===== src/rtl/i2c_slave_pkg.sv =====
// Shared types and sizes for the I2C target register endpoint.
package i2c_slave_pkg;

    localparam int NREGS  = 8;
    localparam int PTR_W  = 3;
    localparam int BYTE_W = 8;

    typedef enum logic [3:0] {
        IDLE,
        RX_ADDR,
        ACK_ADDR,
        RX_PTR,
        ACK_PTR,
        RX_DATA,
        ACK_DATA,
        TX_DATA,
        RX_MACK,
        WAIT_STOP
    } state_t;

endpackage


===== src/rtl/i2c_slave_regs_if.sv =====
// Pad-level I2C lines plus the local host register port of i2c_slave_regs.
interface i2c_slave_regs_if;
    import i2c_slave_pkg::*;

    logic              scl_pad_i;
    logic              sda_pad_i;
    logic              sda_pad_o;
    logic              sda_padoen_o;
    logic [PTR_W-1:0]  reg_adr_i;
    logic [BYTE_W-1:0] reg_dat_i;
    logic              reg_we_i;
    logic [BYTE_W-1:0] reg_dat_o;
    logic              busy_o;
    logic              stop_o;

    modport slave (
        input  scl_pad_i, sda_pad_i, reg_adr_i, reg_dat_i, reg_we_i,
        output sda_pad_o, sda_padoen_o, reg_dat_o, busy_o, stop_o
    );

    modport master (
        output scl_pad_i, sda_pad_i, reg_adr_i, reg_dat_i, reg_we_i,
        input  sda_pad_o, sda_padoen_o, reg_dat_o, busy_o, stop_o
    );

endinterface


===== src/rtl/i2c_slave_sync.sv =====
// Pad synchronizers and bus-event detection; every event output is a registered one-cycle pulse.
module i2c_slave_sync (
    input  logic wb_clk_i,
    input  logic arst_i,
    input  logic scl_pad,
    input  logic sda_pad,
    output logic scl_rise,
    output logic scl_fall,
    output logic start_det,
    output logic stop_det,
    output logic sda_lvl
);

    logic scl_s1, scl_s2, scl_h;
    logic sda_s1, sda_s2, sda_h;

    // Flops reset to the idle-high bus level so leaving reset never fakes an edge.
    always_ff @(posedge wb_clk_i or posedge arst_i) begin
        if (arst_i) begin
            scl_s1    <= 1'b1;
            scl_s2    <= 1'b1;
            scl_h     <= 1'b1;
            sda_s1    <= 1'b1;
            sda_s2    <= 1'b1;
            sda_h     <= 1'b1;
            scl_rise  <= 1'b0;
            scl_fall  <= 1'b0;
            start_det <= 1'b0;
            stop_det  <= 1'b0;
        end else begin
            scl_s1    <= scl_pad;
            scl_s2    <= scl_s1;
            scl_h     <= scl_s2;
            sda_s1    <= sda_pad;
            sda_s2    <= sda_s1;
            sda_h     <= sda_s2;
            scl_rise  <= scl_s2 & ~scl_h;
            scl_fall  <= ~scl_s2 & scl_h;
            start_det <= scl_s2 & scl_h & sda_h & ~sda_s2;
            stop_det  <= scl_s2 & scl_h & ~sda_h & sda_s2;
        end
    end

    // sda_h holds the sample the event pulses were derived from.
    assign sda_lvl = sda_h;

endmodule


===== src/rtl/i2c_slave_regs.sv =====
// I2C target with an 8-byte register bank, auto-incrementing pointer and a parallel host port.
//
// state     | meaning
// IDLE      | bus free or not addressed, waiting for START
// RX_ADDR   | shifting in address + R/W
// ACK_ADDR  | driving ACK for our address
// RX_PTR    | shifting in register pointer byte
// ACK_PTR   | driving ACK for pointer byte
// RX_DATA   | shifting in a write data byte
// ACK_DATA  | driving ACK for a data byte
// TX_DATA   | shifting reg[ptr] out
// RX_MACK   | sampling master ACK/NACK after a read byte
// WAIT_STOP | ignoring the bus until START or STOP
module i2c_slave_regs
    import i2c_slave_pkg::*;
#(
    parameter logic [6:0] SLV_ADDR = 7'h3C
) (
    input logic             wb_clk_i,
    input logic             arst_i,
    i2c_slave_regs_if.slave bus
);

    state_t            state_q, state_d;
    logic              scl_rise, scl_fall, start_p, stop_p, sda_lvl;
    logic [2:0]        cnt_q;
    logic [BYTE_W-1:0] sh_q, byte_in;
    logic [BYTE_W-1:0] regs [NREGS];
    logic [PTR_W-1:0]  ptr_q;
    logic              drive_q, drive_d, busy_q;
    logic              byte_done, addr_hit;
    logic              shift_rx, shift_tx, i2c_we, ptr_load, ptr_inc, load_tx, busy_set;

    i2c_slave_sync u_sync (
        .wb_clk_i  (wb_clk_i),
        .arst_i    (arst_i),
        .scl_pad   (bus.scl_pad_i),
        .sda_pad   (bus.sda_pad_i),
        .scl_rise  (scl_rise),
        .scl_fall  (scl_fall),
        .start_det (start_p),
        .stop_det  (stop_p),
        .sda_lvl   (sda_lvl)
    );

    assign byte_in   = {sh_q[BYTE_W-2:0], sda_lvl};
    assign addr_hit  = (byte_in[7:1] == SLV_ADDR);
    assign byte_done = scl_rise && (cnt_q == 3'd7);

    always_ff @(posedge wb_clk_i or posedge arst_i) begin
        if (arst_i) state_q <= IDLE;
        else        state_q <= state_d;
    end

    always_comb begin
        state_d = state_q;
        if (start_p) begin
            state_d = RX_ADDR;
        end else if (stop_p) begin
            state_d = IDLE;
        end else if (scl_rise) begin
            case (state_q)
                RX_ADDR:  if (byte_done) state_d = addr_hit ? ACK_ADDR : WAIT_STOP;
                ACK_ADDR: state_d = sh_q[0] ? TX_DATA : RX_PTR;
                RX_PTR:   if (byte_done) state_d = ACK_PTR;
                ACK_PTR:  state_d = RX_DATA;
                RX_DATA:  if (byte_done) state_d = ACK_DATA;
                ACK_DATA: state_d = RX_DATA;
                TX_DATA:  if (byte_done) state_d = RX_MACK;
                RX_MACK:  state_d = sda_lvl ? WAIT_STOP : TX_DATA;
                default:  state_d = state_q;
            endcase
        end
    end

    // drive_d is the SDA pull-down wanted for the coming SCL-low phase.
    always_comb begin
        shift_rx = 1'b0;
        shift_tx = 1'b0;
        i2c_we   = 1'b0;
        ptr_load = 1'b0;
        ptr_inc  = 1'b0;
        load_tx  = 1'b0;
        busy_set = 1'b0;
        drive_d  = 1'b0;
        case (state_q)
            RX_ADDR: begin
                shift_rx = scl_rise;
                busy_set = byte_done && addr_hit;
            end
            ACK_ADDR: begin
                drive_d = 1'b1;
                load_tx = scl_rise && sh_q[0];
            end
            RX_PTR: begin
                shift_rx = scl_rise;
                ptr_load = byte_done;
            end
            ACK_PTR, ACK_DATA: drive_d = 1'b1;
            RX_DATA: begin
                shift_rx = scl_rise;
                i2c_we   = byte_done;
                ptr_inc  = byte_done;
            end
            TX_DATA: begin
                shift_tx = scl_rise;
                ptr_inc  = byte_done;
                drive_d  = ~sh_q[7];
            end
            RX_MACK: load_tx = scl_rise && !sda_lvl;
            default: ;
        endcase
    end

    always_ff @(posedge wb_clk_i or posedge arst_i) begin
        if (arst_i) begin
            cnt_q   <= '0;
            sh_q    <= '0;
            ptr_q   <= '0;
            drive_q <= 1'b0;
            busy_q  <= 1'b0;
        end else begin
            if (start_p || stop_p)       cnt_q <= '0;
            else if (shift_rx || shift_tx) cnt_q <= cnt_q + 3'd1;

            if (load_tx)       sh_q <= regs[ptr_q];
            else if (shift_rx) sh_q <= byte_in;
            else if (shift_tx) sh_q <= {sh_q[BYTE_W-2:0], 1'b0};

            if (ptr_load)     ptr_q <= byte_in[PTR_W-1:0];
            else if (ptr_inc) ptr_q <= ptr_q + PTR_W'(1);

            // SDA only moves after a detected SCL fall, except the release on START/STOP.
            if (start_p || stop_p) drive_q <= 1'b0;
            else if (scl_fall)     drive_q <= drive_d;

            if (stop_p)        busy_q <= 1'b0;
            else if (busy_set) busy_q <= 1'b1;
        end
    end

    // Host write wins a same-cycle collision; the I2C byte is simply dropped.
    always_ff @(posedge wb_clk_i or posedge arst_i) begin
        if (arst_i) begin
            for (int i = 0; i < NREGS; i++) regs[i] <= '0;
            bus.reg_dat_o <= '0;
        end else begin
            for (int i = 0; i < NREGS; i++) begin
                if (bus.reg_we_i && (bus.reg_adr_i == PTR_W'(i)))
                    regs[i] <= bus.reg_dat_i;
                else if (i2c_we && (ptr_q == PTR_W'(i)))
                    regs[i] <= byte_in;
            end
            bus.reg_dat_o <= regs[bus.reg_adr_i];
        end
    end

    assign bus.sda_pad_o    = 1'b0;
    assign bus.sda_padoen_o = ~drive_q;
    assign bus.busy_o       = busy_q;
    assign bus.stop_o       = stop_p;

endmodule


===== src/flat_wrapper.sv =====
// flat-port wrapper written by rule: the top's interface ports become plain ports
module i2c_slave_regs_flat import i2c_slave_pkg::*;
#(
    parameter logic [6:0] SLV_ADDR = 7'h3C
)
  (wb_clk_i, arst_i, bus_scl_pad_i, bus_sda_pad_i, bus_reg_adr_i, bus_reg_dat_i, bus_reg_we_i, bus_sda_pad_o, bus_sda_padoen_o, bus_reg_dat_o, bus_busy_o, bus_stop_o);
  i2c_slave_regs_if bus_i ();
  input logic wb_clk_i;
  input logic arst_i;
  input wire logic [$bits(bus_i.scl_pad_i)-1:0] bus_scl_pad_i;
  input wire logic [$bits(bus_i.sda_pad_i)-1:0] bus_sda_pad_i;
  input wire logic [$bits(bus_i.reg_adr_i)-1:0] bus_reg_adr_i;
  input wire logic [$bits(bus_i.reg_dat_i)-1:0] bus_reg_dat_i;
  input wire logic [$bits(bus_i.reg_we_i)-1:0] bus_reg_we_i;
  output wire logic [$bits(bus_i.sda_pad_o)-1:0] bus_sda_pad_o;
  output wire logic [$bits(bus_i.sda_padoen_o)-1:0] bus_sda_padoen_o;
  output wire logic [$bits(bus_i.reg_dat_o)-1:0] bus_reg_dat_o;
  output wire logic [$bits(bus_i.busy_o)-1:0] bus_busy_o;
  output wire logic [$bits(bus_i.stop_o)-1:0] bus_stop_o;
  assign bus_i.scl_pad_i = bus_scl_pad_i;
  assign bus_i.sda_pad_i = bus_sda_pad_i;
  assign bus_i.reg_adr_i = bus_reg_adr_i;
  assign bus_i.reg_dat_i = bus_reg_dat_i;
  assign bus_i.reg_we_i = bus_reg_we_i;
  assign bus_sda_pad_o = bus_i.sda_pad_o;
  assign bus_sda_padoen_o = bus_i.sda_padoen_o;
  assign bus_reg_dat_o = bus_i.reg_dat_o;
  assign bus_busy_o = bus_i.busy_o;
  assign bus_stop_o = bus_i.stop_o;
  i2c_slave_regs #(.SLV_ADDR(SLV_ADDR)) u_core (.wb_clk_i(wb_clk_i), .arst_i(arst_i), .bus(bus_i));
endmodule

===== config.mk =====
export PLATFORM = sky130hd
export DESIGN_NAME = i2c_slave_regs_flat
export DESIGN_NICKNAME = d
export VERILOG_FILES = /design/src/rtl/i2c_slave_pkg.sv /design/src/rtl/i2c_slave_regs_if.sv /design/src/rtl/i2c_slave_sync.sv /design/src/rtl/i2c_slave_regs.sv /design/src/flat_wrapper.sv
export SDC_FILE = /design/constraint.sdc
export NUM_CORES = 1
export LEC_CHECK = 0
export ABC_AREA = 0
export CORE_ASPECT_RATIO = 1.2
export CORE_MARGIN = 2
export CORE_UTILIZATION = 54
export DETAILED_ROUTE_END_ITERATION = 10
export HOLD_SLACK_MARGIN = 0.12
export PLACE_DENSITY = 0.79
export SYNTH_ARGS = -nofsm -noshare
export SYNTH_HDL_FRONTEND = slang
export SYNTH_SLANG_ARGS = --single-unit

===== constraint.sdc =====
create_clock -name wb_clk_i -period 3.9 [get_ports wb_clk_i]
set_clock_uncertainty 0.1 [all_clocks]
set_input_delay 1.17 -clock wb_clk_i [delete_from_list [all_inputs] [get_ports wb_clk_i]]
set_output_delay 1.17 -clock wb_clk_i [all_outputs]
set_load 0.02 [all_outputs]

Yosys cells after proc, flatten, opt, wreduce, memory -nomap -nowiden

Index checks and enable logic that the tools add are counted.

Register bits: 102
Input bits: 16
Word-level logic and storage cells: 169

Reduce and logical (&&, ||, !) cells: 45
Add/subtract/negate cells: 2
Magnitude comparators: 2
Bitwise operators: 15
Mux-type cells: 52
Eq/ne operators: 28

Operators with widths:

| cell                                                     | count |
|---|---|
| two-way mux 8 bit                                        | 23 |
| binary-select mux 8 bit (select 3 bit)                   | 2 |
| two-way mux 4 bit                                        | 9 |
| one-hot mux 4 bit (7 select lines)                       | 1 |
| == test 3 bit, second input constant                     | 9 |
| nonzero test 2 bit                                       | 12 |
| logical AND 1 bit                                        | 20 |
| == test 4 x 3 -> 1 bit, second input constant            | 4 |
| != test 4 x 3 -> 1 bit, second input constant            | 4 |
| two-way mux 3 bit                                        | 5 |
| == test 3 x 2 -> 1 bit, second input constant            | 4 |
| two-way mux 1 bit                                        | 10 |
| nonzero test 9 bit                                       | 1 |
| == test 4 x 2 -> 1 bit, second input constant            | 2 |
| greater-or-equal comparator 4 bit, second input constant | 2 |
| NOT 3 -> 4 bit                                           | 2 |
| AND 1 bit                                                | 7 |
| == test 7 x 6 -> 1 bit, second input constant            | 1 |
| adder 3 x 1 -> 3 bit, second input constant              | 2 |
| == test 3 x 1 -> 1 bit, second input constant            | 2 |
| logical NOT 3 bit                                        | 2 |
| NOT 1 bit                                                | 6 |
| AND reduction 6 bit                                      | 1 |
| nonzero test 3 bit                                       | 2 |
| 7 further kinds                                          | 11 |

Logic depth before layout (Yosys ltp)

Gate-level depths: netlist (run 1).

Depth after elaboration: 7
Mapped depth: 8
Gate-level depth less buffers: 6

By module

From an unflattened synthesis (run 1), not the netlist that was laid out.

Cells, all modules: 534
Area, all modules: 5935.7 um2

Modules (own cells, without submodules):

| module         | area each (um2) | times used | seq. area each (um2) | cells each |
|---|---|---|---|---|
| i2c_slave_regs | 5641.7          | 1          | 2302.2               | 519 |
| i2c_slave_sync | 294.0           | 1          | 257.7                | 15 |

Least setup slack after synthesis (run 1)

OpenSTA, ideal clock, no wires.

Path kind: in2reg
From: input port bus_reg_adr_i[0]
To: register u_core.bus.reg_dat_o[0]
Arrival time: 2422 ps
Slack: 1253 ps
Stages on the path: 4
Data required time: 3675 ps
Cells stage by stage: buf_2 buf_2 mux4_2 mux2_2

Longest elaborated chain between the ends: 4

Ends and longest elaborated chain:

| what                                                  | line                    | RTL |
|---|---|---|
| from (decl)                                           | flat_wrapper.sv:12      | `input wire logic [$bits(bus_i.reg_adr_i)-1:0] bus_reg_adr_i;` |
| NOT 3 -> 4 bit (implied by the code)                  | i2c_slave_regs.sv:154   | `bus.reg_dat_o <= regs[bus.reg_adr_i];` |
| binary-select mux 8 bit (select 3 bit)                | i2c_slave_regs.sv:154   |  |
| two-way mux 8 bit (implied by the code) (2 in series) | i2c_slave_regs.sv:154   |  |
| to (signal assigned)                                  | i2c_slave_regs.sv:154   |  |
| to (decl)                                             | i2c_slave_regs_if.sv:18 | `output sda_pad_o, sda_padoen_o, reg_dat_o, busy_o, stop_o` |

Every way passes these cells. The select of a mux whose other input is x is not followed.
A chain may end at the register's enable or synchronous reset.

Final worst setup path (run 1)

From: input port bus_reg_adr_i[1]
To: register u_core.regs[25] in the netlist's numbering

Longest elaborated chain between the ends: 3
Elaborated cells on any way between the ends: 4

Ends and longest elaborated chain:

| what                                                           | line                  | RTL |
|---|---|---|
| == test 3 bit *                                                | i2c_slave_regs.sv:149 | `if (bus.reg_we_i && (bus.reg_adr_i == PTR_W'(i)))` |
| logical AND 1 bit *                                            | i2c_slave_regs.sv:149 |  |
| two-way mux 8 bit / nonzero test 2 bit (equally long branches) | -                     |  |
| to (signal, indexed assignment)                                | i2c_slave_regs.sv:150 | `regs[i] <= bus.reg_dat_i;` |
| to (signal, indexed assignment)                                | i2c_slave_regs.sv:152 | `regs[i] <= byte_in;` |
| to (decl)                                                      | i2c_slave_regs.sv:28  | `logic [BYTE_W-1:0] regs [NREGS];` |

Mark *: on every way between the ends. The rest lies on a longest branch, timed or not.

==> results of run 1 <==
[worst min-delay path by stage]
stage | endpoint | depth (start not counted) | slack [ns] | startpoint
after floorplan | u_core.u_sync.scl_s2 | 0 | 0.25 | u_core.u_sync.scl_s1
after global placement | u_core.u_sync.sda_s2 | 0 | 0.25 | u_core.u_sync.sda_s1
after detailed placement | u_core.u_sync.scl_s2 | 0 | 0.25 | u_core.u_sync.scl_s1
after CTS | u_core.u_sync.scl_s2 | 0 | 0.26 | u_core.u_sync.scl_s1
after global routing | u_core.u_sync.scl_s2 | 0 | 0.26 | u_core.u_sync.scl_s1
final | u_core.u_sync.scl_s2 | 0 | 0.26 | u_core.u_sync.scl_s1
[worst max-delay path, stage by stage]
cell and delay [ns]:
sky130_fd_sc_hd__clkdlybuf4s50_1 0.73, sky130_fd_sc_hd__nand2b_1 0.37, sky130_fd_sc_hd__nor3b_2 0.37, sky130_fd_sc_hd__buf_4 0.29, sky130_fd_sc_hd__nand2_1 0.08, sky130_fd_sc_hd__o21ai_1 0.09
[through the flow]
| stage | instance area, um2 | cells | util |
|---|---|---|---|
| 2_1_floorplan | 5830 | 523 | - |
| 3_3_place_gp | 6270 | 658 | 0.596 |
| 3_5_place_dp | 6270 | 658 | 0.596 |
| 4_1_cts | 6610 | 674 | 0.629 |
| 5_1_grt | 6610 | 674 | 0.629 |
| 6_report | 6610 | 674 | 0.629 |
[cell usage after synthesis (3+ instances only)]
cell type	number	area, um2
sky130_fd_sc_hd__a211oi_1	10	75.1
sky130_fd_sc_hd__a21oi_1	45	225
sky130_fd_sc_hd__and2_1	9	56.3
sky130_fd_sc_hd__buf_1	6	22.5
sky130_fd_sc_hd__buf_2	8	40.0
sky130_fd_sc_hd__buf_4	4	30.0
sky130_fd_sc_hd__clkbuf_1	23	86.3
sky130_fd_sc_hd__clkbuf_2	3	15.0
sky130_fd_sc_hd__dfrtp_1	96	2400
sky130_fd_sc_hd__dfstp_2	6	158
sky130_fd_sc_hd__ha_1	8	100
sky130_fd_sc_hd__inv_1	6	22.5
sky130_fd_sc_hd__mux2_2	9	101
sky130_fd_sc_hd__mux2i_1	73	731
sky130_fd_sc_hd__mux4_2	32	721
sky130_fd_sc_hd__nand2_1	40	150
sky130_fd_sc_hd__nand2b_1	3	18.8
sky130_fd_sc_hd__nand3b_1	3	22.5
sky130_fd_sc_hd__nand4b_1	5	43.8
sky130_fd_sc_hd__nor2_1	47	176
sky130_fd_sc_hd__nor2b_1	4	25.0
sky130_fd_sc_hd__nor3_1	4	20.0
sky130_fd_sc_hd__nor3b_1	5	37.5
sky130_fd_sc_hd__nor4_4	6	128
sky130_fd_sc_hd__o21ai_0	4	20.0
sky130_fd_sc_hd__o21ai_1	32	160
[where the power goes]
group | switching, mW | internal, mW
clock | 0.418 | 0.631
combinational | 0.375 | 0.455
sequential | 0.364 | 1.29
[metal layers]
metal	routed length [um]	GRT usage	up-vias	part of all wire
li1	-	-	1932	-
met1	5720	0.340	2193	0.38
met2	7530	0.434	213	0.50
met3	1070	0.0594	63	0.071
met4	780	0.151	0	0.052
met5	0	0	-	0
[state kept, by name, indices dropped and copies added (netlist names), 3 cells and up]
name                  flops
u_core.bus.reg_dat_o      8
u_core.cnt_q              3
u_core.ptr_q              3
u_core.regs              64
u_core.sh_q               8
u_core.state_q            4
[layout by cell type, fill, tap and decap left out, types with 3 or more instances in the layout]
cell                               n
sky130_fd_sc_hd__a211oi_1         10
sky130_fd_sc_hd__a21oi_1          45
sky130_fd_sc_hd__and2_1            9
sky130_fd_sc_hd__buf_4            23
sky130_fd_sc_hd__bufinv_16         3
sky130_fd_sc_hd__clkbuf_16         9
sky130_fd_sc_hd__clkdlybuf4s50_1  26
sky130_fd_sc_hd__dfrtp_1          96
sky130_fd_sc_hd__dfstp_2           6
sky130_fd_sc_hd__ha_1              8
sky130_fd_sc_hd__inv_1             5
sky130_fd_sc_hd__mux2_2            9
sky130_fd_sc_hd__mux2i_1          73
sky130_fd_sc_hd__mux4_2           32
sky130_fd_sc_hd__nand2_1          40
sky130_fd_sc_hd__nand2b_1          3
sky130_fd_sc_hd__nand3b_1          3
sky130_fd_sc_hd__nand4b_1          5
sky130_fd_sc_hd__nor2_1           47
sky130_fd_sc_hd__nor2b_1           4
sky130_fd_sc_hd__nor3_1            4
sky130_fd_sc_hd__nor3b_1           3
sky130_fd_sc_hd__nor4_4            6
sky130_fd_sc_hd__o21ai_0           4
sky130_fd_sc_hd__o21ai_1          32
[layout make-up]
type / instances / area (um2) / share of cell area
flip-flops and latches: 102 / 2560 / 0.387
well taps: 129 / 161 / 0.0244
repair buffers: 51 / 473 / 0.0715
multi-input cells: 369 / 3040 / 0.460
clock buffers: 9 / 225 / 0.0341
inverters: 7 / 30.0 / 0.00454
clock inverters: 7 / 120 / 0.0182
[logic make-up after synthesis]
logic type / synth area share
adders and majority gates: 0.0172
and+or+nand+nor: 0.136
xor gates and xnor gates: 0.00150
AOI/OAI and AO/OA: 0.0982
muxes: 0.267
buffers and inverters: 0.0397
DFF: 0.440
other: 0.000644
==> summary.md, run 1 <==
| Metric | Value |
|---|---|
| Number of cells produced by synthesis | `523` |
| Master cell of the clock root buffer | `sky130_fd_sc_hd__clkbuf_16` |
| Start of the worst register-to-register path | `u_core.state_q[3]` |
| Final count of pins violating max slew | `0` |
| Total die area | `about 12,000 um2` |
| TritonCTS buffer count | `9` |
| #FFs+latches synth | `102` |
| Final Hold Violating Endpoints | `0` |
| Via count of the first global-routing pass | `between 4,000 and 5,000` |
| Number of nets in the layout | `564` |
| WHS | `0.258 ns` |
| Clock tree from TritonCTS | `yes` |
| Critical path data arrival time | `between 3 and 4 ns` |
| CORE AREA | `10,500 um2` |
| Count of clock tree sinks | `102` |
| Synthesized Nets | `547` |
| Async SR Flop Fraction | `1.00` |
| Half-perimeter wire length after placement | `just under 10 mm` |
| Width of the die | `98.8 um` |
| N_diodes | `0` |
| # DRC | `0` |
| Largest net degree at the start of global routing | `43` |
| Type of origin of the critical path | `input port` |
| CTS max path bufs | `2` |
| Critical path fanouts, max | `12` |
| H-tree depth | `3` |
| Filler Cells Inserted | `785` |
| Cell area after synthesis | `5820 um2` |
| Vias after detailed routing | `4,401` |
| Initial standard-cell utilization of the core | `0.554` |
| Vias per cell | `6.53` |
| Cell depth of the worst flop-to-flop path | `4` |
| Count of routing violations after the opening detailed-route iteration | `428` |
| Critical R2R Capture | `u_core.regs[58]` |
| Share of the clock period used by the worst path after layout | `0.755` |
| Power density over the cells | `535 nW/um2` |
| First-pass GRT wire length | `24.0 mm` |
| Part of the Yosys area used for sequential elements | `0.440` |
| Number of warnings issued by yosys | `0` |
| Number of buffers added on ports | `26` |
| Critical path endpoint | `u_core.regs[25]` |
| Number of resized instances in the post-cts repair step | `0` |
| Class of the most critical hold timing path | `flip-flop to flip-flop` |
| Avg WL per Cell | `between 20 and 25 um` |
| Unrepaired setup endpoints after global routing | `false` |
| Hold buffer count at cts | `0` |
| Number of enable flip-flop cells after synthesis | `0` |
| Ratio of cells with drive above 1 in the final layout | `0.185` |
| Worst setup slack after layout | `around 0.96 ns` |
| Worst setup slack for register-to-register paths | `1.00 ns` |
| Clock slew at the register clock pins of the worst setup and hold paths | `0.07 ns` |
| Clock insertion delay at the later pin of the skew report | `0.36 ns` |
| Total design power | `3.53 mW` |
| Minimum clock period | `2.94 ns` |
| First-pass DRT Iterations | `5` |
| Endpoint required time on the critical path | `4.07 ns` |
| Post-Place Setup Slack | `0.692 ns` |
| Worst setup EP type | `flip-flop` |
| Total setup buffers inserted after CTS | `0` |
| Dominant register cell in the synthesized netlist | `sky130_fd_sc_hd__dfrtp_1` |
| Start point of the critical path | `bus_reg_adr_i[1]` |
| Slew Limit Headroom | `0.238` |
| Total negative slack | `0 ns` |
| Number of setup violations in the final report | `0` |
| Run status | `completed` |
| Worst vdd ir | `approximately 0.00033 V` |
| Count of unique library cells instantiated by Yosys | `49` |
| Vertical die dimension | `118 um` |
| Leakage component of the power | `2.68 nW` |
| Type of the setup path with the least slack | `input port to flip-flop` |
| Area growth from synthesis to final layout | `13.5%` |
| Aggregate global-route resource usage | `0.271` |
| Placement Rows | `41` |
| Number of max-cap violations | `0` |
| Worst Max-Slew Pin Slew | `1.13 ns` |
| Global placement routability congestion | `between 0.8 and 0.9` |
| Average cell area after synthesis | `between 10 and 15 um2` |
| Number of primary I/O pins | `28` |
| Total routed wirelength | `15.1 mm` |
| Global-route congestion overflow total | `0` |
| Fmax | `340 MHz` |
| Initial antenna violation count | `0` |
| Number of routed nets with antenna violations | `0` |
Note: power is estimated with default switching activity, not from simulation.
==> inputs of run 2 (changes only) <==
--- a/config.mk
+++ b/config.mk
@@ -11,7 +11,7 @@
 export CORE_UTILIZATION = 54
 export DETAILED_ROUTE_END_ITERATION = 10
 export HOLD_SLACK_MARGIN = 0.12
-export PLACE_DENSITY = 0.79
+export PLACE_DENSITY = 0.77
 export SYNTH_ARGS = -nofsm -noshare
 export SYNTH_HDL_FRONTEND = slang
 export SYNTH_SLANG_ARGS = --single-unit
==> constraint.sdc (replaced) <==
create_clock -name wb_clk_i -period 3.1 [get_ports wb_clk_i]
set_clock_uncertainty 0.1 [all_clocks]
set_input_delay 0.93 -clock wb_clk_i [delete_from_list [all_inputs] [get_ports wb_clk_i]]
set_output_delay 0.93 -clock wb_clk_i [all_outputs]
set_load 0.02 [all_outputs]
==> summary.md, run 2 (synthesis results as in run 1) <==
| Metric | Value |
|---|---|
| Initial antenna violation count | `0 (unchanged)` |
| Global-route congestion overflow total | `0 (unchanged)` |
| Slew Limit Headroom | `0.272 (was 0.238)` |
| Total setup buffers inserted after CTS | `0 (unchanged)` |
| Number of nets in the layout | `571 (was 564)` |
| Clock tree from TritonCTS | `yes (unchanged)` |
| Final Instance Count excl. Fillers | `681 (was 674)` |
| Total routed wirelength | `14.7 mm (was 15.1 mm)` |
| Run status | `completed (unchanged)` |
| Critical path fanouts, max | `16 (was 12)` |
| Half-perimeter wire length after placement | `9.92 mm (was 9.78 mm)` |
| Power density over the cells | `637 nW/um2 (was 535 nW/um2)` |
| N_diodes | `0 (unchanged)` |
| Vias per cell | `6.30 (was 6.53)` |
| Master cell of the clock root buffer | `sky130_fd_sc_hd__clkbuf_16 (unchanged)` |
| Leakage component of the power | `2.68 nW (about the same)` |
| Number of resized instances in the post-cts repair step | `0 (unchanged)` |
| Total negative slack | `0 ns (unchanged)` |
| Area growth from synthesis to final layout | `13.8% (was 13.5%)` |
| Initial standard-cell utilization of the core | `0.554 (unchanged)` |
| Unrepaired setup endpoints after global routing | `false (unchanged)` |
| Share of the clock period used by the worst path after layout | `0.872` |
| Number of setup violations in the final report | `0 (unchanged)` |
| Hold buffer count at cts | `0 (unchanged)` |
| TritonCTS buffer count | `9 (unchanged)` |
| Number of max-cap violations | `0 (unchanged)` |
| Largest net degree at the start of global routing | `103 (was 43)` |
| Aggregate global-route resource usage | `0.263 (was 0.271)` |
| Avg WL per Cell | `21.6 um (was 22.4 um)` |
| Worst vdd ir | `0.000316 V (was 0.000331 V)` |
| Ratio of cells with drive above 1 in the final layout | `0.197 (was 0.185)` |
| Final Hold Violating Endpoints | `0 (unchanged)` |
| Minimum clock period | `roughly 2.7 ns` |
| Post-Place Cells | `665 (was 658)` |
| Total die area | `11,600 um2 (unchanged)` |
| Endpoint required time on the critical path | `3.22 ns (was 4.07 ns)` |
| Via count of the first global-routing pass | `4,454 (was 4,421)` |
| Number of buffers added on ports | `26 (unchanged)` |
| First-pass DRT Iterations | `5 (unchanged)` |
| Vertical die dimension | `118 um (unchanged)` |
| Number of routed nets with antenna violations | `0 (unchanged)` |
| CORE AREA | `10,500 um2 (unchanged)` |
| Most common cell after layout, fill and taps aside | `sky130_fd_sc_hd__dfrtp_1 (unchanged)` |
| Critical path data arrival time | `2.83 ns (was 3.12 ns)` |
| Largest registers | `u_core.regs x64, u_core.bus.reg_dat_o x8, u_core.sh_q x8 (unchanged)` |
| First-pass GRT wire length | `23.7 mm (was 24.0 mm)` |
| Most flop-heavy register | `u_core.regs (unchanged)` |
| Count of routing violations after the opening detailed-route iteration | `443 (was 428)` |
| Clock slew at the register clock pins of the worst setup and hold paths | `0.07 ns (about the same)` |
| Global placement routability congestion | `0.864 (was 0.847)` |
| Worst setup EP type | `flip-flop (unchanged)` |
| CTS max path bufs | `2 (unchanged)` |
| # DRC | `0 (unchanged)` |
| Type of origin of the critical path | `flip-flop (was input port)` |
| Fmax | `370 MHz` |
| Type of the setup path with the least slack | `flip-flop to flip-flop (was input port to flip-flop)` |
| Number of flip-flops under the largest register name | `64 (unchanged)` |
| Width of the die | `98.8 um (unchanged)` |
| Placement Rows | `41 (unchanged)` |
| Final count of pins violating max slew | `0 (unchanged)` |
| Count of clock tree sinks | `102 (unchanged)` |
| Number of primary I/O pins | `28 (unchanged)` |
| Clock insertion delay at the later pin of the skew report | `0.34 ns (was 0.36 ns)` |
| Worst Max-Slew Pin Slew | `1.08 ns (was 1.13 ns)` |
| Class of the most critical hold timing path | `flip-flop to flip-flop (unchanged)` |
| Vias after detailed routing | `4,293 (was 4,401)` |
| Most frequent cells in the layout | `sky130_fd_sc_hd__dfrtp_1 (96), sky130_fd_sc_hd__mux2i_1 (73), sky130_fd_sc_hd__nor2_1 (47) (unchanged)` |
| H-tree depth | `3 (unchanged)` |
-- run 2: per-stage QoR --
step / worst slack [ns] / hold WS (ns) / cell area, um2 / utilization / total power, mW
2_1_floorplan: 0.693 / 0.245 / 5830 / - / 2.78
3_3_place_gp: 0.426 / 0.246 / 6340 / 0.603 / 3.07
3_5_place_dp: 0.381 / 0.248 / 6340 / 0.603 / 3.14
4_1_cts: 0.454 / 0.257 / 6630 / 0.630 / 4.23
5_1_grt: 0.324 / 0.265 / 6630 / 0.630 / 4.44
6_report: 0.395 / 0.256 / 6630 / 0.630 / 4.22
-- run 2: worst paths after layout --
path / slack, ns / startpoint / cells past startpoint / end
min: 0.26 / u_core.u_sync.scl_s1 / 0 / u_core.u_sync.scl_s2
min in group asynchronous: 1.00 / arst_i / 3 / u_core.regs[63]
max: 0.40 / u_core.state_q[0] / 5 / u_core.regs[26]
max reg2reg: 0.40 / u_core.state_q[0] / 5 / u_core.regs[26]
min reg2reg: 0.26 / u_core.u_sync.scl_s1 / 0 / u_core.u_sync.scl_s2
max in group asynchronous: 1.48 / arst_i / 3 / u_core.u_sync.scl_s2
-- run 2: cell type report --
type / count / area [um2]
Multi-Input combinational cell: 369 / 3050
Inverter: 7 / 30.0
Sequential cell: 102 / 2560
Tap cell: 129 / 161
Fill cell: 825 / 3890
Clock buffer: 12 / 256
Clock inverter: 4 / 31.3
Timing Repair Buffer: 58 / 538
-- run 2: power by group --
part	internal (mW)	switching, mW
clock network	0.591	0.497
registers	1.63	0.420
logic	0.588	0.497
total	2.81	1.41
-- run 2: worst max-delay path, cell delays in order (launching register included) --
cell and delay [ns]:
sky130_fd_sc_hd__dfrtp_1 0.57, sky130_fd_sc_hd__nand3b_1 0.32, sky130_fd_sc_hd__buf_12 0.27, sky130_fd_sc_hd__nor4_4 0.94
sky130_fd_sc_hd__mux2i_1 0.30, sky130_fd_sc_hd__o21ai_1 0.09
-- run 2: routing by layer --
layer	wire, um	part of all wire	up-vias	track usage
li1	-	-	1950	-
met1	5730	0.39	2135	0.335
met2	7440	0.51	174	0.429
met3	1060	0.072	34	0.0552
met4	466	0.032	0	0.119
met5	0	0	-	0
